`config.mk`:
```
export PLATFORM = sky130hd
export DESIGN_NAME = filter_scheduler_flat
export DESIGN_NICKNAME = d
export VERILOG_FILES = /design/src/rtl/filter_sched_pkg.sv /design/src/rtl/filter_scheduler_if.sv /design/src/rtl/filter_scheduler_rr_arbiter.sv /design/src/rtl/filter_scheduler.sv /design/src/flat_wrapper.sv
export SDC_FILE = /design/constraint.sdc
export NUM_CORES = 1
export LEC_CHECK = 0
export ABC_CLOCK_PERIOD_IN_PS = 9800
export CORE_MARGIN = 4
export CORE_UTILIZATION = 31
export DETAILED_ROUTE_END_ITERATION = 16
export GPL_ROUTABILITY_DRIVEN = 1
export PLACE_DENSITY = 0.59
export SYNTH_ARGS = -nofsm -noshare
export SYNTH_HDL_FRONTEND = slang
export SYNTH_SLANG_ARGS = --single-unit
```
`constraint.sdc`:
```
create_clock -name clk -period 9.8 [get_ports clk]
set_input_delay 0.98 -clock clk [delete_from_list [all_inputs] [get_ports clk]]
set_output_delay 0.98 -clock clk [all_outputs]
set_load 0.05 [all_outputs]
```
`src/rtl/filter_sched_pkg.sv`:
```
// Shared definitions for the time-multiplexed filter scheduler.
//   DEF_NCH / DEF_W : default channel count and sample width
//   state_t         : controller FSM states
//   ch_width()      : bits needed to index n channels (minimum 1)
package filter_sched_pkg;

  localparam int DEF_NCH = 4;
  localparam int DEF_W   = 16;

  typedef enum logic {
    IDLE = 1'b0,
    OUT  = 1'b1
  } state_t;

  function automatic int ch_width(input int n);
    return (n > 1) ? $clog2(n) : 1;
  endfunction

endpackage

```
`src/rtl/filter_scheduler_if.sv`:
```
// Bus bundle between sample sources / result consumer and the scheduler.
//   in_valid, in_data, clr : per-channel sample request, payload, history clear
//   in_ready               : one-hot (or zero) acceptance strobe
//   out_valid/out_ready    : result stream handshake
//   out_data, out_ch       : filter result and its channel
//   busy                   : scheduler not idle
// master = scheduler side, slave = sources/consumer side.
interface filter_scheduler_if #(
  parameter int NCH = 4,
  parameter int W   = 16
);
  logic [NCH-1:0]         in_valid;
  logic [NCH*W-1:0]       in_data;
  logic [NCH-1:0]         in_ready;
  logic [NCH-1:0]         clr;
  logic                   out_valid;
  logic                   out_ready;
  logic [W-1:0]           out_data;
  logic [$clog2(NCH)-1:0] out_ch;
  logic                   busy;

  modport master (
    input  in_valid, in_data, clr, out_ready,
    output in_ready, out_valid, out_data, out_ch, busy
  );

  modport slave (
    output in_valid, in_data, clr, out_ready,
    input  in_ready, out_valid, out_data, out_ch, busy
  );
endinterface

```
`src/rtl/filter_scheduler_rr_arbiter.sv`:
```
// Combinational round-robin arbiter.
//   req       : request vector
//   ptr       : highest-priority channel this cycle (register lives in parent)
//   grant     : one-hot grant (zero when no request)
//   grant_idx : index of granted channel
//   any_grant : at least one request present
module rr_arbiter
  import filter_sched_pkg::*;
#(
  parameter  int NCH = DEF_NCH,
  localparam int CW  = ch_width(NCH)
) (
  input  logic [NCH-1:0] req,
  input  logic [CW-1:0]  ptr,
  output logic [NCH-1:0] grant,
  output logic [CW-1:0]  grant_idx,
  output logic           any_grant
);

  int idx;

  // Walk channels starting at ptr, wrapping at NCH-1; first requester wins.
  always_comb begin
    grant     = '0;
    grant_idx = '0;
    any_grant = 1'b0;
    idx       = 0;
    for (int i = 0; i < NCH; i++) begin
      idx = int'(ptr) + i;
      if (idx >= NCH) idx = idx - NCH;
      if (!any_grant && req[idx]) begin
        any_grant  = 1'b1;
        grant[idx] = 1'b1;
        grant_idx  = CW'(idx);
      end
    end
  end

endmodule

```
`src/rtl/filter_scheduler.sv`:
```
// Shares one y[n] = x[n] + x[n-1] + y[n-1] datapath among NCH channels.
//   clk   : rising-edge clock
//   reset : asynchronous active-high reset
//   bus   : filter_scheduler_if master (sample inputs, result stream, busy)
//
// state | meaning
// ------+-----------------------------------------------------------
// IDLE  | arbitrate; accept one sample, compute result, go to OUT
// OUT   | present registered result until out_ready, then IDLE
module filter_scheduler
  import filter_sched_pkg::*;
#(
  parameter int NCH = DEF_NCH,
  parameter int W   = DEF_W
) (
  input logic               clk,
  input logic               reset,
  filter_scheduler_if.master bus
);

  localparam int CW = ch_width(NCH);

  state_t         state, state_next;
  logic [CW-1:0]  ptr;
  logic [NCH-1:0] grant;
  logic [CW-1:0]  g;
  logic           any_grant;
  logic           accept;
  logic [W-1:0]   xh [NCH];
  logic [W-1:0]   yh [NCH];
  logic [W-1:0]   x_new, x_prev, y_prev, res;
  logic [W-1:0]   out_data_q;
  logic [CW-1:0]  out_ch_q;

  rr_arbiter #(.NCH(NCH)) u_arb (
    .req       (bus.in_valid),
    .ptr       (ptr),
    .grant     (grant),
    .grant_idx (g),
    .any_grant (any_grant)
  );

  always_comb begin
    state_next = state;
    accept     = 1'b0;
    case (state)
      IDLE: begin
        if (any_grant) begin
          accept     = 1'b1;
          state_next = OUT;
        end
      end
      OUT: begin
        if (bus.out_ready) state_next = IDLE;
      end
      default: state_next = IDLE;
    endcase
  end

  assign bus.in_ready  = (state == IDLE) ? grant : '0;
  assign bus.out_valid = (state == OUT);
  assign bus.busy      = (state == OUT);
  assign bus.out_data  = out_data_q;
  assign bus.out_ch    = out_ch_q;

  // A clear arriving with the sample wipes history before it is used.
  assign x_new  = bus.in_data[int'(g)*W +: W];
  assign x_prev = bus.clr[g] ? '0 : xh[g];
  assign y_prev = bus.clr[g] ? '0 : yh[g];
  assign res    = x_new + x_prev + y_prev;

  always_ff @(posedge clk or posedge reset) begin
    if (reset) begin
      state      <= IDLE;
      ptr        <= '0;
      out_data_q <= '0;
      out_ch_q   <= '0;
    end else begin
      state <= state_next;
      if (accept) begin
        out_data_q <= res;
        out_ch_q   <= g;
        ptr        <= (int'(g) == NCH - 1) ? '0 : g + 1'b1;
      end
    end
  end

  always_ff @(posedge clk or posedge reset) begin
    if (reset) begin
      for (int c = 0; c < NCH; c++) begin
        xh[c] <= '0;
        yh[c] <= '0;
      end
    end else begin
      for (int c = 0; c < NCH; c++) begin
        if (accept && int'(g) == c) begin
          xh[c] <= x_new;
          yh[c] <= res;
        end else if (bus.clr[c]) begin
          xh[c] <= '0;
          yh[c] <= '0;
        end
      end
    end
  end

endmodule

```
`src/flat_wrapper.sv`:
```
// flat-port wrapper written by rule: the top's interface ports become plain ports
module filter_scheduler_flat import filter_sched_pkg::*;
#(
  parameter int NCH = DEF_NCH,
  parameter int W   = DEF_W
)
  (clk, reset, bus_in_valid, bus_in_data, bus_clr, bus_out_ready, bus_in_ready, bus_out_valid, bus_out_data, bus_out_ch, bus_busy);
  filter_scheduler_if #(.NCH(NCH), .W(W)) bus_i ();
  input logic clk;
  input logic reset;
  input wire logic [$bits(bus_i.in_valid)-1:0] bus_in_valid;
  input wire logic [$bits(bus_i.in_data)-1:0] bus_in_data;
  input wire logic [$bits(bus_i.clr)-1:0] bus_clr;
  input wire logic [$bits(bus_i.out_ready)-1:0] bus_out_ready;
  output wire logic [$bits(bus_i.in_ready)-1:0] bus_in_ready;
  output wire logic [$bits(bus_i.out_valid)-1:0] bus_out_valid;
  output wire logic [$bits(bus_i.out_data)-1:0] bus_out_data;
  output wire logic [$bits(bus_i.out_ch)-1:0] bus_out_ch;
  output wire logic [$bits(bus_i.busy)-1:0] bus_busy;
  assign bus_i.in_valid = bus_in_valid;
  assign bus_i.in_data = bus_in_data;
  assign bus_i.clr = bus_clr;
  assign bus_i.out_ready = bus_out_ready;
  assign bus_in_ready = bus_i.in_ready;
  assign bus_out_valid = bus_i.out_valid;
  assign bus_out_data = bus_i.out_data;
  assign bus_out_ch = bus_i.out_ch;
  assign bus_busy = bus_i.busy;
  filter_scheduler #(.NCH(NCH), .W(W)) u_core (.clk(clk), .reset(reset), .bus(bus_i));
endmodule
```
### Yosys cells after proc, flatten, opt, wreduce, memory -nomap -nowiden

Cells that the tools add are included.

* latch bits: 0
* bits in registers: 149
* memories: 0
* output and inout bits: 24
* memory bits (read-only): 0
* RAM bits: 0
* input bits: 75
* logic and storage cells: 128

* divide/modulo/power cells: 0
* equality and inequality tests: 3
* muxes and demuxes: 64
* reduce and logical (&&, ||, !) cells: 19
* shifts and indexed selects: 1
* bitwise logic cells: 5
* order comparisons: 14
* $mul: 0
* $add $sub $neg: 10

Operator list (count)
* $mux W16: 18
* $ge A32 B1 Y1 const B: 4
* $lt A32 B4 Y1 const B: 4
* $mux W32: 4
* $bmux W16 S2: 2
* $shiftx A64 B7 Y16: 1
* $add A16 B16 Y16: 2
* $mux W1: 20
* $mux W4: 5
* $ge A3 B3 Y1 const B: 4
* $or A4 B4 Y4: 3
* $sub A3 B3 Y4 const B: 3
* $logic_and A1 B1 Y1: 11
* $bmux W1 S2: 5
* $mux W2: 5
* $demux W1 S2: 4
* $reduce_bool A2 Y1: 4
* $add A2 B2 Y3 const B: 2
* $eq A2 B2 Y1 const B: 2
* $sub A2 B3 Y4 const B: 1
* $add A2 B1 Y3 const B: 1
* $ge A2 B3 Y1 const B: 1
* $logic_not A1 Y1: 3
* $lt A2 B3 Y1 const B: 1
* 6 further kinds: 6

### Depth between registers and ports, before layout

* depth in word-level cells: 23
* mapped depth: 29

### Cells and area by module

A second synthesis with hierarchy kept.

* cell total of the unflattened synthesis: 893
* area total of the unflattened synthesis: 8827.2 µm²

By module, submodules not included
* filter_scheduler: instances 1, cells an instance 845, area each 8366.8 µm²
* rr_arbiter: instances 1, cells an instance 48, area each 460.4 µm²

### Least setup slack after synthesis

No wires, ideal clock.

* kind: register to register
* start point: register u_core.ptr[0]
* end point: register u_core.yh[14] (netlist bit)
* cell stages (with the launch flop): 26
* data required time: 9.669 ns
* arrival: 5.846 ns
* clock period less this slack: 5.977 ns
* setup time: 0.131 ns
* setup slack: 3.823 ns
* cell sequence: dfrtp_1 > buf_4 > inv_2 > ha_1 > buf_2 > or3b_1 > a211o_1 > a21oi_4 > nor3_1 > a21oi_2 > inv_2 > mux2_4 > o21ai_2 > buf_2 > o211ai_1 > fa_1 > inv_1 > ha_1 > a21o_1 > a21oi_1 > o21bai_1 > a21oi_1 > o21bai_1 > a311oi_1 > or4_1 > nand3_1

* longest elaborated chain between the ends: 23

RTL lines
* from (decl): line filter_scheduler.sv:24 `logic [CW-1:0] ptr;`
* from (signal assigned): line filter_scheduler.sv:83 `ptr <= (int'(g) == NCH - 1) ? '0 : g + 1'b1;`
* branches (longest 14 deep; another with $sub A3 B3 Y4)
* $mux W2 *: line filter_scheduler_rr_arbiter.sv:31 `if (!any_grant && req[idx]) begin`
* via u_core.g[0]: line filter_scheduler.sv:26 `logic [CW-1:0] g;`
* branches (longest 8 deep; another with $add A16 B16 Y16)
* to (signal, indexed assignment): line filter_scheduler.sv:98 `yh[c] <= res;`
* to (decl): line filter_scheduler.sv:30 `logic [W-1:0] yh [NCH];`

Mark *: on every way through the listed nets, which the timed path passes. The select of a mux whose other input is x is not followed.
A chain may end at the register's enable or synchronous reset.

### Final worst setup path

* start point: register u_core.ptr[0]
* end point: register u_core.yh[62] (netlist bit)

Same word-level chain as after synthesis.

==> flow_metrics.tcl <==
set metrics [dict create \
    synth_edf_count 0 \
    path_buf_inv 4 \
    cp.arrival_ps 7960 \
    grt_pass1_wl_um 40300 \
    syn_inst 975 \
    worst_slew_pin_slew_ps 1140 \
    htreeDepth 4 \
    insertion_delay_ps 430 \
    ys_types 58 \
    wl_per_cell_um 17.4 \
    hold_path_class "flop to flop" \
    numPortBuffers 98 \
    diodes 0 \
    final_common_cell "dfrtp_1" \
    initial_core_util_pct 31.4 \
    fin_crit_sh_pct 78.1 \
    grt_max_degree 83 \
    fin_nets 1146 \
    antenna_found_initial 0 \
    drv_slew 0 \
    hpwl_um 16100 \
    numCtsBuffers 17 \
    fillers 3014 \
    dieArea_sq_um 32900 \
    hold_buffers 0 \
    avgSynthCellArea_sq_um 9.55 \
    rsz0062_at_grt "no" \
    async_flop_share_pct 100 \
    fin_ws_ps 2150 \
    setup_viol 0 \
    ctsResizeCount 0 \
    crit_slowest_cell "a311oi_1" \
    syn2layout_area_growth_pct 20.4 \
    crit_fanout 60 \
    cp_cell_sequence "inv_2 > ha_1 > mux2i_1 > mux2i_1 > and2_1 > nor3_1 > a21oi_2 > inv_4 > buf_4 > mux2_2 > o211ai_1 > fa_1 > inv_1 > ha_1 > a21o_1 > a21oi_1 > o21bai_1 > a21oi_1 > o21bai_1 > a311oi_1 > or4_1 > nand3_1" \
    slew_headroom_pct 23.9 \
    synth_ff_type "dfrtp_1" \
    place_area_sq_um 10600 \
    postSynthRegisterBits 149 \
    core_sq_um 29600 \
    drtPass1Iterations 6 \
    via_per_inst 5.13 \
    tns_ps 0 \
    max_cap_viol_count 0 \
    synth_fp_nets 1088 \
    fin_cells 1435 \
    clk_path_buf_depth 2 \
    required_ps 10110 \
    crit_family "compound AO/OA/AOI/OAI gates" \
    gp_congestion 0.809 \
    final_area_sq_um 11200 \
    grt_usage_pct 15.1 \
    crit_type "flop to flop" \
    place_ws_ps 1880 \
    fmax_mhz 131 \
    drc 0 \
    io_pins 99 \
    min_period_ps 7650 \
    end_kind "flop" \
    cts_tree "yes" \
    ys_warn_count 0 \
    drt_iter0_drc 530 \
    clk_transition_reported_paths_ps 60 \
    die_x_um 181 \
    dpl.cell_count 1404 \
    antenna_left 0 \
    overflow 0 \
    route.final.wire_length_um 25000 \
    final.setup_skew_ps 13.1 \
    grt_pass1_vias 7283 \
    cts-root-buf "clkbuf_16" \
    synthesis.area_sq_um 9310 \
    critPathLaunchType "flop" \
    ys_seq_area_share_pct 40.1 \
    num_rows 63 \
    mostFrequentLayoutCells "dfrtp_1, nand3b_1, nand2_1" \
    vias 7356 \
    cts_sinks 149 \
    drive_gt1_share_pct 8.33 \
    outcome "complete, no violations" \
    cts_setup_buffers 0 \
    die_h_um 181 \
    slowest_delay_ps 970 \
    hold_violations 0 \
]
==> cells in the mapped netlist, types with 2 or more instances <==
master,count,share of area (%)
dfrtp_1,149,40
nand2_1,126,5.1
nand3b_1,125,10
o21ai_0,115,6.2
mux2i_1,86,9.2
clkbuf_1,49,2.0
inv_1,46,1.9
nor2_1,31,1.3
mux2_2,28,3.4
o211ai_1,26,2.1
ha_1,22,3.0
a21oi_1,16,0.86
fa_1,16,3.4
nand3_1,11,0.59
buf_2,10,0.54
a221oi_1,9,0.85
o31ai_1,9,0.73
xnor2_1,9,0.85
and2_1,7,0.47
buf_4,7,0.56
a21o_1,6,0.48
a22oi_1,5,0.40
or4_1,5,0.40
buf_1,4,0.16
mux2_1,4,0.48
nor3b_1,4,0.32
xor2_1,4,0.38
nor2b_1,3,0.20
o21bai_1,3,0.24
o311a_1,3,0.32
a211o_1,2,0.19
inv_2,2,0.081
mux2_4,2,0.32
nand2b_1,2,0.13
nor3_1,2,0.11
nor4_1,2,0.13
o21a_1,2,0.16
o22a_1,2,0.19
or2_2,2,0.13
==> sequential cells by signal, summed over array words and instances, names as in the netlist <==
register	flops
u_core.bus.busy	1
u_core.bus.out_ch	2
u_core.bus.out_data	16
u_core.ptr	2
u_core.xh	64
u_core.yh	64
==> area by class of cell <==
type | count | area (sq um) | share of cell area (%)
Multi-Input combinational cell | 707 | 5110 | 45.6
Clock buffer | 20 | 447 | 3.99
Timing Repair Buffer | 109 | 1060 | 9.49
Clock inverter | 11 | 174 | 1.55
Inverter | 49 | 194 | 1.73
Tap cell | 390 | 488 | 4.35
Sequential cell | 149 | 3730 | 33.3
==> worst paths after layout <==
kind	start	end	slack, ps	depth (start not counted)
setup / recovery	u_core.ptr[0]	u_core.yh[62]	2150	22
hold / removal	u_core.bus.out_data[6]	u_core.bus.out_data[6]	480	2
setup reg to reg	u_core.ptr[0]	u_core.yh[62]	2150	22
hold reg to reg	u_core.bus.out_data[6]	u_core.bus.out_data[6]	480	2
max in group asynchronous	reset	u_core.xh[56]	7330	3
min in group asynchronous	reset	u_core.bus.busy	1080	2
==> worst register-to-register path: stages, from the launching register on <==
cell and delay [ps]:
dfrtp_1 600, inv_2 210, ha_1 520, mux2i_1 280, mux2i_1 210, and2_1 230, nor3_1 330, a21oi_2 160
inv_4 500, buf_4 890, mux2_2 440, o211ai_1 220, fa_1 500, inv_1 80, ha_1 220, a21o_1 150
a21oi_1 210, o21bai_1 90, a21oi_1 230, o21bai_1 180, a311oi_1 970, or4_1 240, nand3_1 60
==> through the flow <==
stage / utilization, % / hold WS [ps]
6_report: 37.8 / 477
5_1_grt: 37.8 / 513
4_1_cts: 37.8 / 487
3_5_place_dp: 35.7 / 472
3_3_place_gp: 35.7 / 461
2_1_floorplan: - / 470
==> cell families (layout without fill, tap and decap cells) <==
| logic type | after synthesis | in the layout | share of synthesized area (%) |
|---|---|---|---|
| simple gates | 324 | 324 | 19.4 |
| compound gates | 212 | 212 | 14.2 |
| flops | 149 | 149 | 40.1 |
| mux | 120 | 120 | 13.4 |
| buf+inv | 119 | 189 | 5.24 |
| fa+ha+maj | 38 | 38 | 6.40 |
| xor+xnor | 13 | 13 | 1.22 |
==> per-layer routing <==
layer | vias up | part of all wire, % | track usage [%]
met5 | - | 0 | 0
met4 | 0 | 0.74 | 3.15
met3 | 13 | 3.7 | 3.12
met2 | 147 | 49 | 25.2
met1 | 3637 | 47 | 20.4
li1 | 3559 | - | -
Power is left out: the tool's default activity adds up to more than one toggle a clock period on the data nets, which glitch-free logic cannot reach.
==> RTL edit 1: new RTL, same flow settings <==
Set the package constant `DEF_NCH` to 8 (it was 4).
--- a/src/rtl/filter_sched_pkg.sv
+++ b/src/rtl/filter_sched_pkg.sv
@@ -4,7 +4,7 @@
 //   ch_width()      : bits needed to index n channels (minimum 1)
 package filter_sched_pkg;
 
-  localparam int DEF_NCH = 4;
+  localparam int DEF_NCH = 8;
   localparam int DEF_W   = 16;
 
   typedef enum logic {
Ports: changed (5 resized); port bits go from 99 to 176. No check against the original RTL was run, so the function may have changed too.
==> RTL edit 1 against the unedited design <==
  * Sequential cell count increased by 130
  * Sequential share of layout area increased by 0.81 points
  * Core utilization about the same
  * Largest cell class unchanged
  * Design area increased by 83%
  * Routed wire length increased by 130%
  * Setup slack got worse by 1.4 ns
  * Area after synthesis increased by 83%
Power is left out: the tool's default activity adds up to more than one toggle a clock period on the data nets, which glitch-free logic cannot reach.
==> RTL edit 1: results (changes against the unedited design) <==
status = complete, no violations
area of the multi-input gates = 9180 µm² (+80%)
largest cells by area after synthesis = dfrtp_1 41%, nand3_1 10%, nand2_1 9.9%
Post-Layout Cell Count = 2847 (+98%)
share of cells above drive strength 1 = 0.0642 (-0.0191)
Mapped Nets = 2244 (+110%)
htree depth = 1 (-3)
first-pass detailed-route iteration total = 5 (-1)
largest net degree at the start of global routing = 134 (+61%)
fraction of area in registers = 0.341 (+0.00806)
fillcell total = 5385 (+79%)
# nets final = 2318 (+100%)
critical path fanouts, max = 65 (+8.3%)
most frequent cells after synthesis = 451 x nand2_1, 350 x nand3_1, 279 x dfrtp_1
largest stage delay on the critical path = 0.69 ns (-0.28 ns)
M1 GR Usage = 0.265 (+0.0610)
first-pass GRT wire length = 91.3 mm (+130%)
post-DP HPWL = 36.3 mm (+130%)
Max transition margin = 0.179 (-0.0607)
clkbuf count = 44 (+120%)
post-synthesis sequential area ratio = 0.409 (+0.00880)
Met2 Wirelength = 27.7 mm (+130%)
Placement Setup Slack = 0.518 ns (-1.36 ns)
met3 WL post-DR = 3.88 mm (+320%)
Setup Skew = 0.0305 ns (+0.0174 ns)
[RTL edit 1: kinds of logic after synthesis]
| family | after synthesis | share of synthesized area |
|---|---|---|
| buffers and inverters | 229 | 0.0554 |
| AOI/OAI and AO/OA | 371 | 0.139 |
| muxes | 52 | 0.0405 |
| adders and majority gates | 45 | 0.0401 |
| xor gates and xnor gates | 27 | 0.0161 |
| and+or+nand+nor | 1049 | 0.299 |
| DFF | 279 | 0.409 |
[RTL edit 1: final timing paths]
check	from	end	slack, ns	cells past startpoint
max in group asynchronous	reset	u_core.xh[47]	7.15	3
worst max register to register	u_core.ptr[1]	u_core.yh[79]	0.75	27
worst min-delay path	u_core.bus.out_data[1]	u_core.bus.out_data[1]	0.48	2
min in group asynchronous	reset	u_core.yh[75]	1.01	2
worst max-delay path	u_core.ptr[1]	u_core.yh[79]	0.75	27
worst min register to register	u_core.bus.out_data[1]	u_core.bus.out_data[1]	0.48	2
==> RTL edit 2: new RTL, config.mk and constraints unchanged <==
Without the edit above. Make the reset (`reset`) synchronous in 2 clocked blocks. Comments in the files are not updated.
--- a/src/rtl/filter_scheduler.sv
+++ b/src/rtl/filter_scheduler.sv
@@ -69,7 +69,7 @@
   assign y_prev = bus.clr[g] ? '0 : yh[g];
   assign res    = x_new + x_prev + y_prev;
 
-  always_ff @(posedge clk or posedge reset) begin
+  always_ff @(posedge clk) begin
     if (reset) begin
       state      <= IDLE;
       ptr        <= '0;
@@ -85,7 +85,7 @@
     end
   end
 
-  always_ff @(posedge clk or posedge reset) begin
+  always_ff @(posedge clk) begin
     if (reset) begin
       for (int c = 0; c < NCH; c++) begin
         xh[c] <= '0;
Behaviour: differs if reset is asserted again (counterexample within 4 cycles, from zero or initial values and one cycle with reset high); with reset held inactive, the same outputs for 4 cycles.
==> RTL edit 2 against the unedited design <==
  * Routed wire length decreased by 18%
  * Global-route usage down 1.1 points
  * Area after synthesis fell by 9.7%
  * Count of clock-buffer cells in the layout is 1 higher
  * Core utilization grew 1.2 points
  * Sequential cell count unchanged
  * Setup slack improved by 0.92 ns
  * Design area decreased by 8.3%
  * Hold slack worse by 0.0054 ns
  * Non-clock buffer count is 1 higher
  * Via count fell by 24%
  * Critical path type unchanged
  * Critical endpoint is now u_core.yh[1][14]
Power is left out: the tool's default activity adds up to more than one toggle a clock period on the data nets, which glitch-free logic cannot reach.
==> RTL edit 2: results (changes against the unedited design) <==
Critical-path top delay cell = dfxtp_1
Synth cell types = 52 (-10%)
M2 GR Usage = 0.213 (-0.0384)
R2R depth = 18 (-18%)
met3 WL post-DR = 1.36 mm (+48%)
Hold Crit Start = u_core.bus.out_data[0]
critical path fanouts, max = 37 (-38%)
status = complete, no violations
dominant synthesized flop cell = edfxtp_1
first-pass detailed-route iteration total = 5 (-1)
wl on met1 = 9.85 mm (-16%)
post-DP HPWL = 13.3 mm (-17%)
# nets final = 915 (-20%)
largest stage delay on the critical path = 0.66 ns (-0.31 ns)
Clock Tree Root = clkbuf_16
CTS Buf Count = 17 (unchanged)
# resized after CTS = 0 (unchanged)
Setup Skew = 0.0107 ns (-0.00237 ns)
R2R setup slack = 3.07 ns (+0.92 ns)
initial antenna violation count = 0 (unchanged)
vias in the first global route = 5925 (-19%)
Mapped Nets = 829 (-24%)
Critical path origin = u_core.ptr[0]
Hold Crit Endpoint = u_core.bus.out_data[0]
post-synthesis sequential area ratio = 0.508 (+0.107)
share of cells above drive strength 1 = 0.147 (+0.0640)
Port Buffers = 98 (unchanged)
Arr. time, crit path = 6.90 ns (-1.06 ns)
M1 GR Usage = 0.200 (-0.00385)
largest cells by area after synthesis = edfxtp_1 46%, mux4_2 8.6%, nor2_1 7.6%
final WL = 20.4 mm (-18%)
vias after detailed routing = 5626 (-24%)
Post-synth EDFFs = 128 (+128)
CTS clock-pin slew for the worst setup and hold paths = 0.06 ns (about the same)
Met2 Wirelength = 8.99 mm (-26%)
post-synthesis async set-or-reset flop share = 0 (-1.00)
global-route usage over all layers = 0.140 (-0.0110)
post-CTS setup buffer count = 0 (unchanged)
# diodes = 0 (unchanged)
CP top delay family = adder cells
GPL Wtd Cong = 0.800 (-1.1%)
clock tree buffer depth = 2 (unchanged)
first-pass GRT wire length = 33.1 mm (-18%)
Least-Margin Pin Slew = 0.885 ns (-0.252 ns)
worst skew pair latency = 0.43 ns (about the same)
crit end category = flip-flop
htree depth = 4 (unchanged)
met3 Usage GRT = 0.0376 (+0.00635)
most frequent cells after synthesis = 170 x nor2_1, 128 x edfxtp_1, 60 x nand2_1
largest net degree at the start of global routing = 40 (-52%)
worst setup path end = u_core.yh[1][14]
min-delay worst type = flip-flop to flip-flop
synth warn = 0 (unchanged)
Top Layer Used = met4
fillcell total = 2537 (-16%)
initial DRC count = 419 (-21%)
RTL edit 2: cell types whose count changed after synthesis, sizes merged, moves of 32 or more:
cell    unedited run  this run
mux2i             86        23
o21ai            116        26
nor2              31       170
dfrtp            149         0
mux4               0        32
edfxtp             0       128
nand2            126        61
nand3b           125         1
RTL edit 2: cell families after synthesis:
kind of cell	Yosys count	synth area share
adders and majority gates	38	0.0709
DFF	149	0.508
buffers and inverters	76	0.0433
muxes	72	0.139
AOI/OAI and AO/OA	93	0.0864
xor gates and xnor gates	19	0.0207
and+or+nand+nor	269	0.132
RTL edit 2: worst register-to-register path, cell delays in order (launching register included):
cell and delay (ns):
dfxtp_1 0.66, inv_1 0.19, ha_1 0.52, mux4_2 0.61, nor2b_1 0.29, o21ai_0 0.19
nand2_4 0.52, buf_4 0.57, mux4_2 0.43, and2_1 0.18, fa_1 0.44, ha_1 0.37
a21o_1 0.19, a21oi_1 0.16, nor3b_1 0.19, o31ai_1 0.13, a221oi_1 0.31, xor2_1 0.43
nor2_1 0.10
RTL edit 2: final cells by class:
class,instances,area (µm²),area share
inverter,33,124,0.0121
sequential,149,4260,0.415
clock buffer,21,514,0.0501
clock inverter,11,85.1,0.00828
timing repair buffer,110,1070,0.104
tap,335,419,0.0408
multi-input combinational,491,3800,0.370
RTL edit 2: per-stage QoR:
| stage | instances | util | instance area, µm² | hold WS (ns) | setup slack [ns] |
|---|---|---|---|---|---|
| floorplan | 716 | - | 8400 | 0.645 | 4.18 |
| global placement | 1118 | 0.367 | 9670 | 0.469 | 2.86 |
| detailed placement | 1118 | 0.367 | 9670 | 0.466 | 2.81 |
| CTS | 1150 | 0.390 | 10300 | 0.480 | 3.01 |
| global route | 1150 | 0.390 | 10300 | 0.506 | 2.56 |
| finish | 1150 | 0.390 | 10300 | 0.472 | 3.07 |
